===== src/rtl/vga_fb_reader.sv =====
// Framebuffer reader: 800x600@60 VGA timing, line-doubled 800x240 1-bpp window
// centred vertically, monochrome output with a tint latched once per frame.
module vga_fb_reader #(
  parameter int H_VISIBLE   = 800,
  parameter int H_FP        = 40,
  parameter int H_SYNC      = 128,
  parameter int H_BP        = 88,
  parameter int V_VISIBLE   = 600,
  parameter int V_FP        = 1,
  parameter int V_SYNC      = 4,
  parameter int V_BP        = 23,
  parameter int FB_WIDTH    = 800,
  parameter int FB_LINES    = 240,
  parameter int V_OFFSET    = 60,
  parameter int RAM_LATENCY = 2
) (
  input  logic        vgaclk,
  input  logic        reset,
  output logic [17:0] raddr,
  input  logic        rdata,
  input  logic [1:0]  color_sel,
  output logic        vga_hsync,
  output logic        vga_vsync,
  output logic [3:0]  vga_r,
  output logic [3:0]  vga_g,
  output logic [3:0]  vga_b,
  output logic        blank,
  output logic        frame_start
);

  localparam int STAGES  = RAM_LATENCY + 1;
  localparam int H_TOTAL = H_VISIBLE + H_FP + H_SYNC + H_BP;
  localparam int V_TOTAL = V_VISIBLE + V_FP + V_SYNC + V_BP;

  localparam logic [10:0] H_LAST  = 11'(H_TOTAL - 1);
  localparam logic [10:0] H_ACT   = 11'(H_VISIBLE);
  localparam logic [10:0] HS_BEG  = 11'(H_VISIBLE + H_FP);
  localparam logic [10:0] HS_END  = 11'(H_VISIBLE + H_FP + H_SYNC);
  localparam logic [9:0]  V_LAST  = 10'(V_TOTAL - 1);
  localparam logic [9:0]  V_ACT   = 10'(V_VISIBLE);
  localparam logic [9:0]  VS_BEG  = 10'(V_VISIBLE + V_FP);
  localparam logic [9:0]  VS_END  = 10'(V_VISIBLE + V_FP + V_SYNC);
  localparam logic [9:0]  WIN_BEG = 10'(V_OFFSET);
  localparam logic [9:0]  WIN_END = 10'(V_OFFSET + 2 * FB_LINES);
  localparam logic [17:0] FB_W    = 18'(FB_WIDTH);

  function automatic logic [11:0] tint_rgb(input logic [1:0] sel);
    case (sel)
      2'b01:   return 12'h0F0;
      2'b10:   return 12'hFB0;
      default: return 12'hFFF;
    endcase
  endfunction

  // Two display lines share one framebuffer row; 800 = 512 + 256 + 32.
  function automatic logic [17:0] fb_addr(input logic [9:0] v, input logic [10:0] h);
    logic [9:0]  line_off;
    logic [17:0] row;
    line_off = v - WIN_BEG;
    row      = {9'd0, line_off[9:1]};
    if (FB_WIDTH == 800)
      return (row << 9) + (row << 8) + (row << 5) + {7'd0, h};
    else
      return row * FB_W + {7'd0, h};
  endfunction

  logic [10:0] hcount_p0;
  logic [9:0]  vcount_p0;
  logic        active_p0, hs_p0, vs_p0, win_p0, frame_p0;
  logic [4:0]  ctl_p [STAGES];
  logic [1:0]  tint;
  logic        win_out, active_out;

  always_ff @(posedge vgaclk or posedge reset) begin
    if (reset) begin
      hcount_p0 <= '0;
      vcount_p0 <= '0;
    end else if (hcount_p0 == H_LAST) begin
      hcount_p0 <= '0;
      vcount_p0 <= (vcount_p0 == V_LAST) ? 10'd0 : vcount_p0 + 10'd1;
    end else begin
      hcount_p0 <= hcount_p0 + 11'd1;
    end
  end

  always_comb begin
    active_p0 = (hcount_p0 < H_ACT) && (vcount_p0 < V_ACT);
    hs_p0     = (hcount_p0 >= HS_BEG) && (hcount_p0 < HS_END);
    vs_p0     = (vcount_p0 >= VS_BEG) && (vcount_p0 < VS_END);
    win_p0    = active_p0 && (vcount_p0 >= WIN_BEG) && (vcount_p0 < WIN_END);
    frame_p0  = (hcount_p0 == 11'd0) && (vcount_p0 == 10'd0);
  end

  // ---- counter stage -> address register / control delay line ----
  always_ff @(posedge vgaclk or posedge reset) begin
    if (reset) begin
      raddr <= '0;
      tint  <= 2'b00;
      for (int i = 0; i < STAGES; i++) ctl_p[i] <= '0;
    end else begin
      raddr    <= win_p0 ? fb_addr(vcount_p0, hcount_p0) : 18'd0;
      ctl_p[0] <= {frame_p0, win_p0, active_p0, vs_p0, hs_p0};
      for (int i = 1; i < STAGES; i++) ctl_p[i] <= ctl_p[i-1];
      if (frame_p0) tint <= color_sel;
    end
  end

  // ---- output stage: control aligned with rdata of the same position ----
  assign {frame_start, win_out, active_out, vga_vsync, vga_hsync} = ctl_p[STAGES-1];
  assign blank = ~active_out;

  always_comb begin
    {vga_r, vga_g, vga_b} = 12'h000;
    if (win_out && rdata) {vga_r, vga_g, vga_b} = tint_rgb(tint);
  end

endmodule


===== config.mk =====
export PLATFORM = sky130hd
export DESIGN_NAME = vga_fb_reader
export DESIGN_NICKNAME = d
export VERILOG_FILES = /design/src/rtl/vga_fb_reader.sv
export SDC_FILE = /design/constraint.sdc
export NUM_CORES = 1
export LEC_CHECK = 0
export ABC_AREA = 1
export ABC_CLOCK_PERIOD_IN_PS = 3000
export CAP_MARGIN = 20
export CORE_UTILIZATION = 30
export DETAILED_ROUTE_END_ITERATION = 7
export SYNTH_ARGS = -nofsm -noshare
export SYNTH_HDL_FRONTEND = slang
export SYNTH_SLANG_ARGS = --single-unit

===== constraint.sdc =====
create_clock -name vgaclk -period 3 [get_ports vgaclk]
set_input_delay 0.3 -clock vgaclk [delete_from_list [all_inputs] [get_ports vgaclk]]
set_output_delay 0.3 -clock vgaclk [all_outputs]
set_load 0.005 [all_outputs]

==> results of run 1 <==
[sequential cells by signal, indices dropped and copies added, names as in the netlist]
register     flops
tint             2
frame_start      1
ctl_p           11
vga_vsync        1
hcount_p0       11
vga_hsync        1
active_out       1
vcount_p0       10
raddr           18
[cell type report]
cell class / count / area, sq um
Fill cell: 1157 / 7010
Multi-Input combinational cell: 298 / 2283
Sequential cell: 56 / 1406
Timing Repair Buffer: 76 / 676.9
Inverter: 78 / 297.8
Tap cell: 147 / 183.9
Clock buffer: 5 / 125.1
Clock inverter: 3 / 27.53
[report_power, final]
part           internal (mW)  switching [mW]
registers              0.755        0.000660
clock network          0.318           0.298
logic                0.00704          0.0171
[worst max-delay path, delay by kind of cell, from the launching register on]
kind                       cells  cell delay [ps]
adders and majority gates      3             1340
and+or+nand+nor                8              610
DFF                            1              500
AOI/OAI and AO/OA              2              270
buffers and inverters          1               40
[Yosys cell counts, drive strengths merged]
library cell  instances  area share, %
a21oi                 6           0.81
o221ai                1           0.24
nor2                 68            9.6
ha                   36             12
buf                  13            3.0
o31ai                 1           0.20
o21ai                21            2.9
nand3                27            4.1
nor3                  4           0.54
clkinv                1           0.13
dfrtp                56             38
fa                    8            4.3
inv                  77            7.9
a31oi                 2           0.34
xor2                 11            2.6
clkbuf                1           0.13
nand4                12            2.0
xnor2                 3           0.71
nand2                98             10
[layer usage]
| metal | global-route usage [%] | share of wire [%] | vias up |
|---|---|---|---|
| met3 | 2.410 | 2.8 | 13 |
| met2 | 22.00 | 51 | 54 |
| met5 | 0 | 0 | - |
| met4 | 4.912 | 1.7 | 0 |
| li1 | - | - | 1516 |
| met1 | 16.01 | 45 | 1434 |
[worst paths after layout]
kind                                            endpoint  slack (ps)  cells after the start
worst min register to register     frame_start$_DFF_PP0_         350                      0
max in group asynchronous       vcount_p0[2]$_DFFE_PP0N_        1980                      3
worst max register to register       raddr[13]$_DFF_PP0_         100                     14
min in group asynchronous            vga_hsync$_DFF_PP0_         520                      3
worst min-delay path               frame_start$_DFF_PP0_         350                      0
worst max-delay path                 raddr[13]$_DFF_PP0_         100                     14
[cell families after synthesis]
group           count (synthesis)
simple gates                  209
buf+inv                        92
flops                          56
fa+ha+maj                      44
compound gates                 31
xor+xnor                       14
[timing repair]
item,CTS,global route
buffers inserted,0,7
endpoints found under the setup margin,8,8
resized for setup,13,73
pin swaps,0,30
[stage by stage]
step           power [mW]  TNS (ps)  area (sq um)  setup slack (ps)  hold slack, ps
6_report            1.396         0          5001             104.9           350.6
5_1_grt             1.458    -160.5          5001            -64.97           355.2
4_1_cts             1.421    -5.403          4602            -5.403           354.6
3_5_place_dp       0.7971    -412.1          4385            -96.27           337.2
3_3_place_gp       0.7965    -291.3          4385            -77.47           331.2
2_1_floorplan      0.7850         0          3705             34.36           331.2
==> out/metrics.cfg, run 1 <==
[final_layout]
finish.utilization_pct = 41.64
nets = 564
layout_commonest_cell = nand2_1
layout_common_cells = 80 x nand2_1, 67 x inv_1, 52 x dfrtp_1
drive_gt1_share_pct = 25.58
diodes = 0
area_growth_pct = 34.99
final_cells = 663

[die]
coreArea_sq_um = 12010
die_h_um = 113.1
rows = 40
die_w_um = 113.1
ioPinCount = 39
dieArea_sq_um = 12800
start_util_pct = 30.84

[critical_path]
crit_path_end_kind = flip-flop
worstPathCellList = nand2_4, nand2_4, o221ai_4, fa_1, inv_2, fa_1, ha_4, nand2_1, nand3_1, nand2_2, o21ai_2, nand2_1, nand2_1, nor2_1
crit_fanout = 6
cp_slowest_cell = fa_1
setup.worst_path.start = vcount_p0[3]$_DFFE_PP0N_
r2r-start = vcount_p0[3]$_DFFE_PP0N_
cp.arrival_ps = 3090
path_common_cell = nand2_1
crit_type = flip-flop to flip-flop
start_kind = flip-flop
worstPathRequired_ps = 3190
cp_slowest_stage_delay_ps = 530

[timing]
fin_skew_ps = 8.913
finalMaxSlewViolations = 0
setup_viol = 0
timing.final.crit_share_pct = 96.50
rsz0062_at_grt = yes
fmax_mhz = 345.4
fin_crit_ps = 2895
finalHoldViolCount = 0
tightest_slew_ps = 773.7
slew_headroom_pct = 48.36

[run_status]
status = completed

[global_routing]
grt_usage_pct = 12.84
grt_max_degree = 57
grt_antenna_before_repair = 0
grt_overflow_total = 0
grt_pass1_vias = 2855
grt_pass1_wl_um = 13140

[synthesis]
synth-seq-cells = 56
ys_types = 33
synthXorXnorAreaFrac_pct = 3.310
synthesis.nets = 495
synthSimpleGateAreaFrac_pct = 26.71
synth_top_family_by_area = simple AND/OR/NAND/NOR gates
synthMuxAreaShare_pct = 0
synthAdderAreaFrac_pct = 16.48
syn_inst = 446
synth.avg_cell_area_sq_um = 8.307
ys_seq_area_share_pct = 37.83
yosysWarnings = 0
netlist_area_sq_um = 3705
synth_compound_area_share_pct = 4.525

[routing]
drt_iter0_drc = 128
wl_per_cell_um = 12.37
drt_wl_total_um = 8199
via_count = 3017
viasPerCell = 4.551
dr.pass1.iters = 4
postRouteAntennaNets = 0
route.detailed.drc = 0

[cts]
hold_buffers = 0
root_buffer = clkbuf_16
htree_num_levels = 2
tritoncts = done
clk_latency_ps = 300
clkTransAtPathRegs_ps = 80
cts_buffers = 5
cts_sinks = 56
clockBufferDepth = 2

[placed_design]
post-place-cells = 648
port_buffers = 38
gp_congestion = 0.9411
dp.final_hpwl_um = 5831

[power_and_ir_drop]
p_leak_nw = 2.538
peakVddDrop_mv = 0.2174
power_density_nw_per_um2 = 279.2

[worst_hold_path]
hold_class = flip-flop to flip-flop
min_from = ctl_p[9]$_DFF_PP0_

[job]
cap_violations = 0

Power figures use the tool's default switching activity.
==> inputs of run 2 (changes only) <==
- CTS_CLUSTER_DIAMETER: default -> 150
- RECOVER_POWER: default -> 25
==> run 2 against run 1 <==
- final cell count unchanged
- setup slack unchanged
- clock power about the same
- power about the same
- critical path depth unchanged
- design area about the same
- first-iteration DRC count unchanged
- wire length about the same
- clock skew unchanged
==> out/metrics.cfg, run 2 (synthesis gave the netlist of run 1 again) <==
[run_status]
status = completed

[critical_path]
start_kind = flip-flop
crit_path_end_kind = flip-flop
worstPathRequired_ps = 3190
crit_type = flip-flop to flip-flop
cp.arrival_ps = 3090
crit_fanout = 6

[placed_design]
post-place-cells = 648
port_buffers = 38
dp.final_hpwl_um = 5831
gp_congestion = 0.9411

[global_routing]
grt_max_degree = 57
grt_overflow_total = 0
grt_usage_pct = 12.84
grt_pass1_vias = 2855
grt_pass1_wl_um = 13140
grt_antenna_before_repair = 0

[timing]
setup_viol = 0
finalHoldViolCount = 0
fin_crit_ps = 2895
tightest_slew_ps = 1365
fmax_mhz = 345.4
fin_skew_ps = 8.913
finalMaxSlewViolations = 0
timing.final.crit_share_pct = 96.50
slew_headroom_pct = 8.983
setup-tns-final_ps = 0
rsz0062_at_grt = yes

[cts]
cts_sinks = 56
tritoncts = done
root_buffer = clkbuf_16
clkTransAtPathRegs_ps = 80
clk_latency_ps = 300
htree_num_levels = 2
hold_buffers = 0
cts_buffers = 5
clockBufferDepth = 2

[job]
cap_violations = 0

[final_layout]
nets = 564
final_cells = 663
finish.utilization_pct = 41.61
layout_commonest_cell = nand2_1
layout_common_cells = 80 x nand2_1, 67 x inv_1, 52 x dfrtp_1
diodes = 0
drive_gt1_share_pct = 25.39
top_register = raddr
reg_top3 = raddr: 18 flops, ctl_p: 11 flops, hcount_p0: 11 flops
largest_reg_flops = 18
area_growth_pct = 34.92

[routing]
drt_iter0_drc = 128
dr.pass1.iters = 4
drt_wl_total_um = 8197
postRouteAntennaNets = 0
viasPerCell = 4.552
via_count = 3018
wl_per_cell_um = 12.36
route.detailed.drc = 0

[die]
rows = 40
dieArea_sq_um = 12800
die_h_um = 113.1
start_util_pct = 30.84
coreArea_sq_um = 12010
ioPinCount = 39
die_w_um = 113.1

[power_and_ir_drop]
p_switching_mw = 0.3159
p_int_mw = 1.080
peakVddDrop_mv = 0.2174
power.share.clock_pct = 44.1
p_sw_share_pct = 22.64
p_leak_nw = 2.535
p_comb_share_pct = 1.7
seqPwrFrac_pct = 54.2
power_density_nw_per_um2 = 279.2
power_mw = 1.395

[worst_hold_path]
hold_class = flip-flop to flip-flop

run 2: final timing paths:
| kind | start | end | slack (ps) | cells after the start |
|---|---|---|---|---|
| worst max-delay path | vcount_p0[3]$_DFFE_PP0N_ | raddr[13]$_DFF_PP0_ | 100 | 14 |
| worst min-delay path | ctl_p[9]$_DFF_PP0_ | frame_start$_DFF_PP0_ | 350 | 0 |
| worst max register to register | vcount_p0[3]$_DFFE_PP0N_ | raddr[13]$_DFF_PP0_ | 100 | 14 |
| worst min register to register | ctl_p[9]$_DFF_PP0_ | frame_start$_DFF_PP0_ | 350 | 0 |
| max in group asynchronous | reset | vcount_p0[2]$_DFFE_PP0N_ | 1180 | 3 |
| min in group asynchronous | reset | vga_hsync$_DFF_PP0_ | 910 | 3 |
run 2: through the flow:
step	instance area (sq um)	setup slack [ps]	hold WS, ps
after floorplan	3705	34.36	331.2
after global placement	4385	-77.47	331.2
after detailed placement	4385	-96.27	337.2
after CTS	4602	-5.403	354.6
after global routing	4999	-64.97	355.2
final	4999	104.9	350.6
run 2: routing by layer:
metal  up-vias  track usage [%]  part of all wire (%)
met1      1435            16.01                    45
li1       1516                -                     -
met2        54            22.00                    51
met4         0            4.912                   1.7
met3        13            2.410                   2.8
met5         -                0                     0
run 2: final cells by class:
class                      instances  area, sq um
clock buffer                       5        125.1
clock inverter                     3        27.53
fill                            1158         7013
inverter                          78        297.8
multi-input combinational        298         2283
sequential                        56         1406
tap                              147        183.9
timing repair buffer              76        674.4
run 2: power by group through the flow:
| stage | Combinational, mW | Sequential, mW | Clock [mW] |
|---|---|---|---|
| 5_1_grt | 0.0286 | 0.756 | 0.673 |
| 3_3_place_gp | 0.0254 | 0.771 | 0 |
| 3_5_place_dp | 0.0259 | 0.771 | 0 |
| 2_1_floorplan | 0.0139 | 0.771 | 0 |
| 6_report | 0.0233 | 0.756 | 0.616 |
| 4_1_cts | 0.0262 | 0.756 | 0.639 |
run 2: worst max-delay path: stages, from the launching register on:
cell,delay [ps]
dfrtp_2,500
nand2_4,90
nand2_4,90
o221ai_4,100
fa_1,530
inv_2,40
fa_1,510
ha_4,300
nand2_1,70
nand3_1,110
nand2_2,90
o21ai_2,170
nand2_1,70
nand2_1,60
nor2_1,30
run 2: timing repair:
| action | in CTS | in global routing |
|---|---|---|
| gates resized for setup | 13 | 73 |
| pin swaps | 0 | 30 |
| setup endpoints to repair | 8 | 8 |
| buffers inserted | 0 | 7 |
==> inputs of run 3 (changes only) <==
- ABC_CLOCK_PERIOD_IN_PS: 3000 -> 3100
- DONT_BUFFER_PORTS: default -> 1
- GPL_ROUTABILITY_DRIVEN: default -> 1
- clock period: 3 -> 3.1 ns (I/O delays scaled with it)
==> run 3 against run 2 <==
- the flow now finishes with violations (max-capacitance violations, max-slew violations)
- wire length is 5.7% lower
- setup slack better by 7.0 ps
- clock skew is 4.7 ps higher
- hold slack lost 210 ps
- first-iteration DRC count increased by 9.4%
- critical path depth increased by 1
- sequential power decreased by 3.2%
- global-route usage is 0.45 points lower
- register-to-register slack barely moved
- clock power is 4.9% lower
- critical endpoint unchanged
==> out/metrics.cfg, run 3 (synthesis gave the netlist of run 1 again) <==
[die]
dieArea_sq_um = 12800
rows = 40
die_h_um = 113.1
coreArea_sq_um = 12010
start_util_pct = 30.84
die_w_um = 113.1
ioPinCount = 39

[final_layout]
drive_gt1_share_pct = 17.24
top_register = raddr
largest_reg_flops = 18
layout_common_cells = 92 x nand2_1, 74 x inv_1, 52 x dfrtp_1
reg_top3 = raddr: 18 flops, ctl_p: 11 flops, hcount_p0: 11 flops
finish.utilization_pct = 35.39
layout_commonest_cell = nand2_1
nets = 512
diodes = 0
area_growth_pct = 14.72

[critical_path]
r2r-start = vcount_p0[2]$_DFFE_PP0N_
crit_fanout = 4
worstPathRequired_ps = 3290
worstRegToRegCells = 15
crit_path_end_kind = flip-flop
cp.arrival_ps = 3180
setup.worst_path.start = vcount_p0[2]$_DFFE_PP0N_
start_kind = flip-flop
crit_type = flip-flop to flip-flop

[cts]
hold_buffers = 0
tritoncts = done
htree_num_levels = 2
root_buffer = clkbuf_16
clockBufferDepth = 2
clkTransAtPathRegs_ps = 80
clk_latency_ps = 300
cts_sinks = 56
cts_buffers = 5

[timing]
fin_crit_ps = 2988
rsz0062_at_grt = yes
slew_headroom_pct = -1.338
timing.final.crit_share_pct = 96.39
finalMaxSlewViolations = 40
fin_skew_ps = 13.60
setup_viol = 0
finalHoldViolCount = 0
fmax_mhz = 334.7
setup_ws_ps = 111.9
tightest_slew_ps = 1518

[placed_design]
dp.final_hpwl_um = 5780
port_buffers = 0
gp_congestion = 0.9163
pre_cts_ws_ps = -48.18

[power_and_ir_drop]
p_int_mw = 1.041
peakVddDrop_mv = 0.1877
power.share.clock_pct = 43.9
p_leak_nw = 2.255
seqPwrFrac_pct = 54.8
power_density_nw_per_um2 = 314.4
p_switching_mw = 0.2957
p_sw_share_pct = 22.13
p_comb_share_pct = 1.4

[global_routing]
grt_overflow_total = 0
grt_usage_pct = 12.39
grt_antenna_before_repair = 0
grt_max_degree = 40
grt_pass1_vias = 2676
grt_pass1_wl_um = 12560

[routing]
viasPerCell = 4.637
postRouteAntennaNets = 0
drt_wl_total_um = 7729
wl_per_cell_um = 12.65
route.detailed.drc = 0
via_count = 2833
dr.pass1.iters = 4
drt_iter0_drc = 140

[run_status]
violations = max-capacitance violations, max-slew violations
status = finished with violations

[worst_hold_path]
min_from = color_sel[0]
hold_class = input pin to flip-flop
hold_depth = 2

[job]
cap_violations = 1

==> run 3: cell types whose count changed in the layout (fill, tap and decap cells not counted), moves of 6 or more <==
cell             change
clkdlybuf4s50_1     -37
nand2_1             +12
ha_1                +11
ha_4                -11
buf_4               -10
inv_1                +7
inv_2                -6
nand2_2              -6
nand2_4              -6
==> run 3: cell type report <==
type | count | area [sq um]
multi-input combinational | 298 | 2029
sequential | 56 | 1406
clock buffer | 5 | 125.1
tap | 147 | 183.9
fill | 1219 | 7761
clock inverter | 3 | 27.53
inverter | 78 | 297.8
timing repair buffer | 24 | 180.2
==> run 3: routing by layer <==
metal	GRT usage, %	vias up	wire length [um]
met5	0	-	0
met4	4.211	0	112
met3	2.678	11	284
met2	21.27	66	3858
met1	15.38	1341	3474
li1	-	1415	-
==> run 3: repair_timing <==
item	CTS	global route
gates resized for setup	5	29
pin swaps	1	4
endpoints found under the setup margin	5	7
setup buffers	1	4
gates cloned	0	0
==> run 3: path summary, 6_finish.rpt <==
check	to	slack, ps
min in group asynchronous	tint[0]$_DFFE_PP0P_	350
worst min-delay path	tint[0]$_DFFE_PP0P_	140
worst max-delay path	raddr[13]$_DFF_PP0_	110
worst max register to register	raddr[13]$_DFF_PP0_	110
worst min register to register	ctl_p[9]$_DFF_PP0_	350
max in group asynchronous	vcount_p0[5]$_DFFE_PP0N_	1740
==> run 3: power groups by stage <==
stage	combinational (mW)	sequential (mW)	clock, mW
after floorplan	0.0134	0.746	0
after global placement	0.0193	0.746	0
after detailed placement	0.0202	0.746	0
after CTS	0.0202	0.732	0.610
after global routing	0.0225	0.732	0.637
final	0.0183	0.732	0.586
==> run 3: per-stage QoR <==
stage | cells | TNS (ps) | instance area [sq um] | hold slack (ps) | power, mW
finish | 611 | 0 | 4250 | 139.7 | 1.336
global route | 611 | -134.9 | 4250 | 151.0 | 1.392
floorplan | 446 | 0 | 3705 | 331.2 | 0.7597
detailed placement | 598 | -68.09 | 3915 | 334.7 | 0.7665
CTS | 607 | -19.14 | 4096 | 91.16 | 1.362
global placement | 598 | -11.10 | 3915 | 331.3 | 0.7656
==> run 3: critical path, stage by stage (launching register included) <==
cell	delay (ps)
dfrtp_2	420
buf_4	140
inv_1	50
ha_1	360
xor2_1	180
xor2_1	180
fa_1	510
inv_1	40
ha_1	330
inv_1	90
nand2_1	110
nand2_2	90
o21ai_1	180
nand2_1	80
nand2_1	80
nor2_1	40
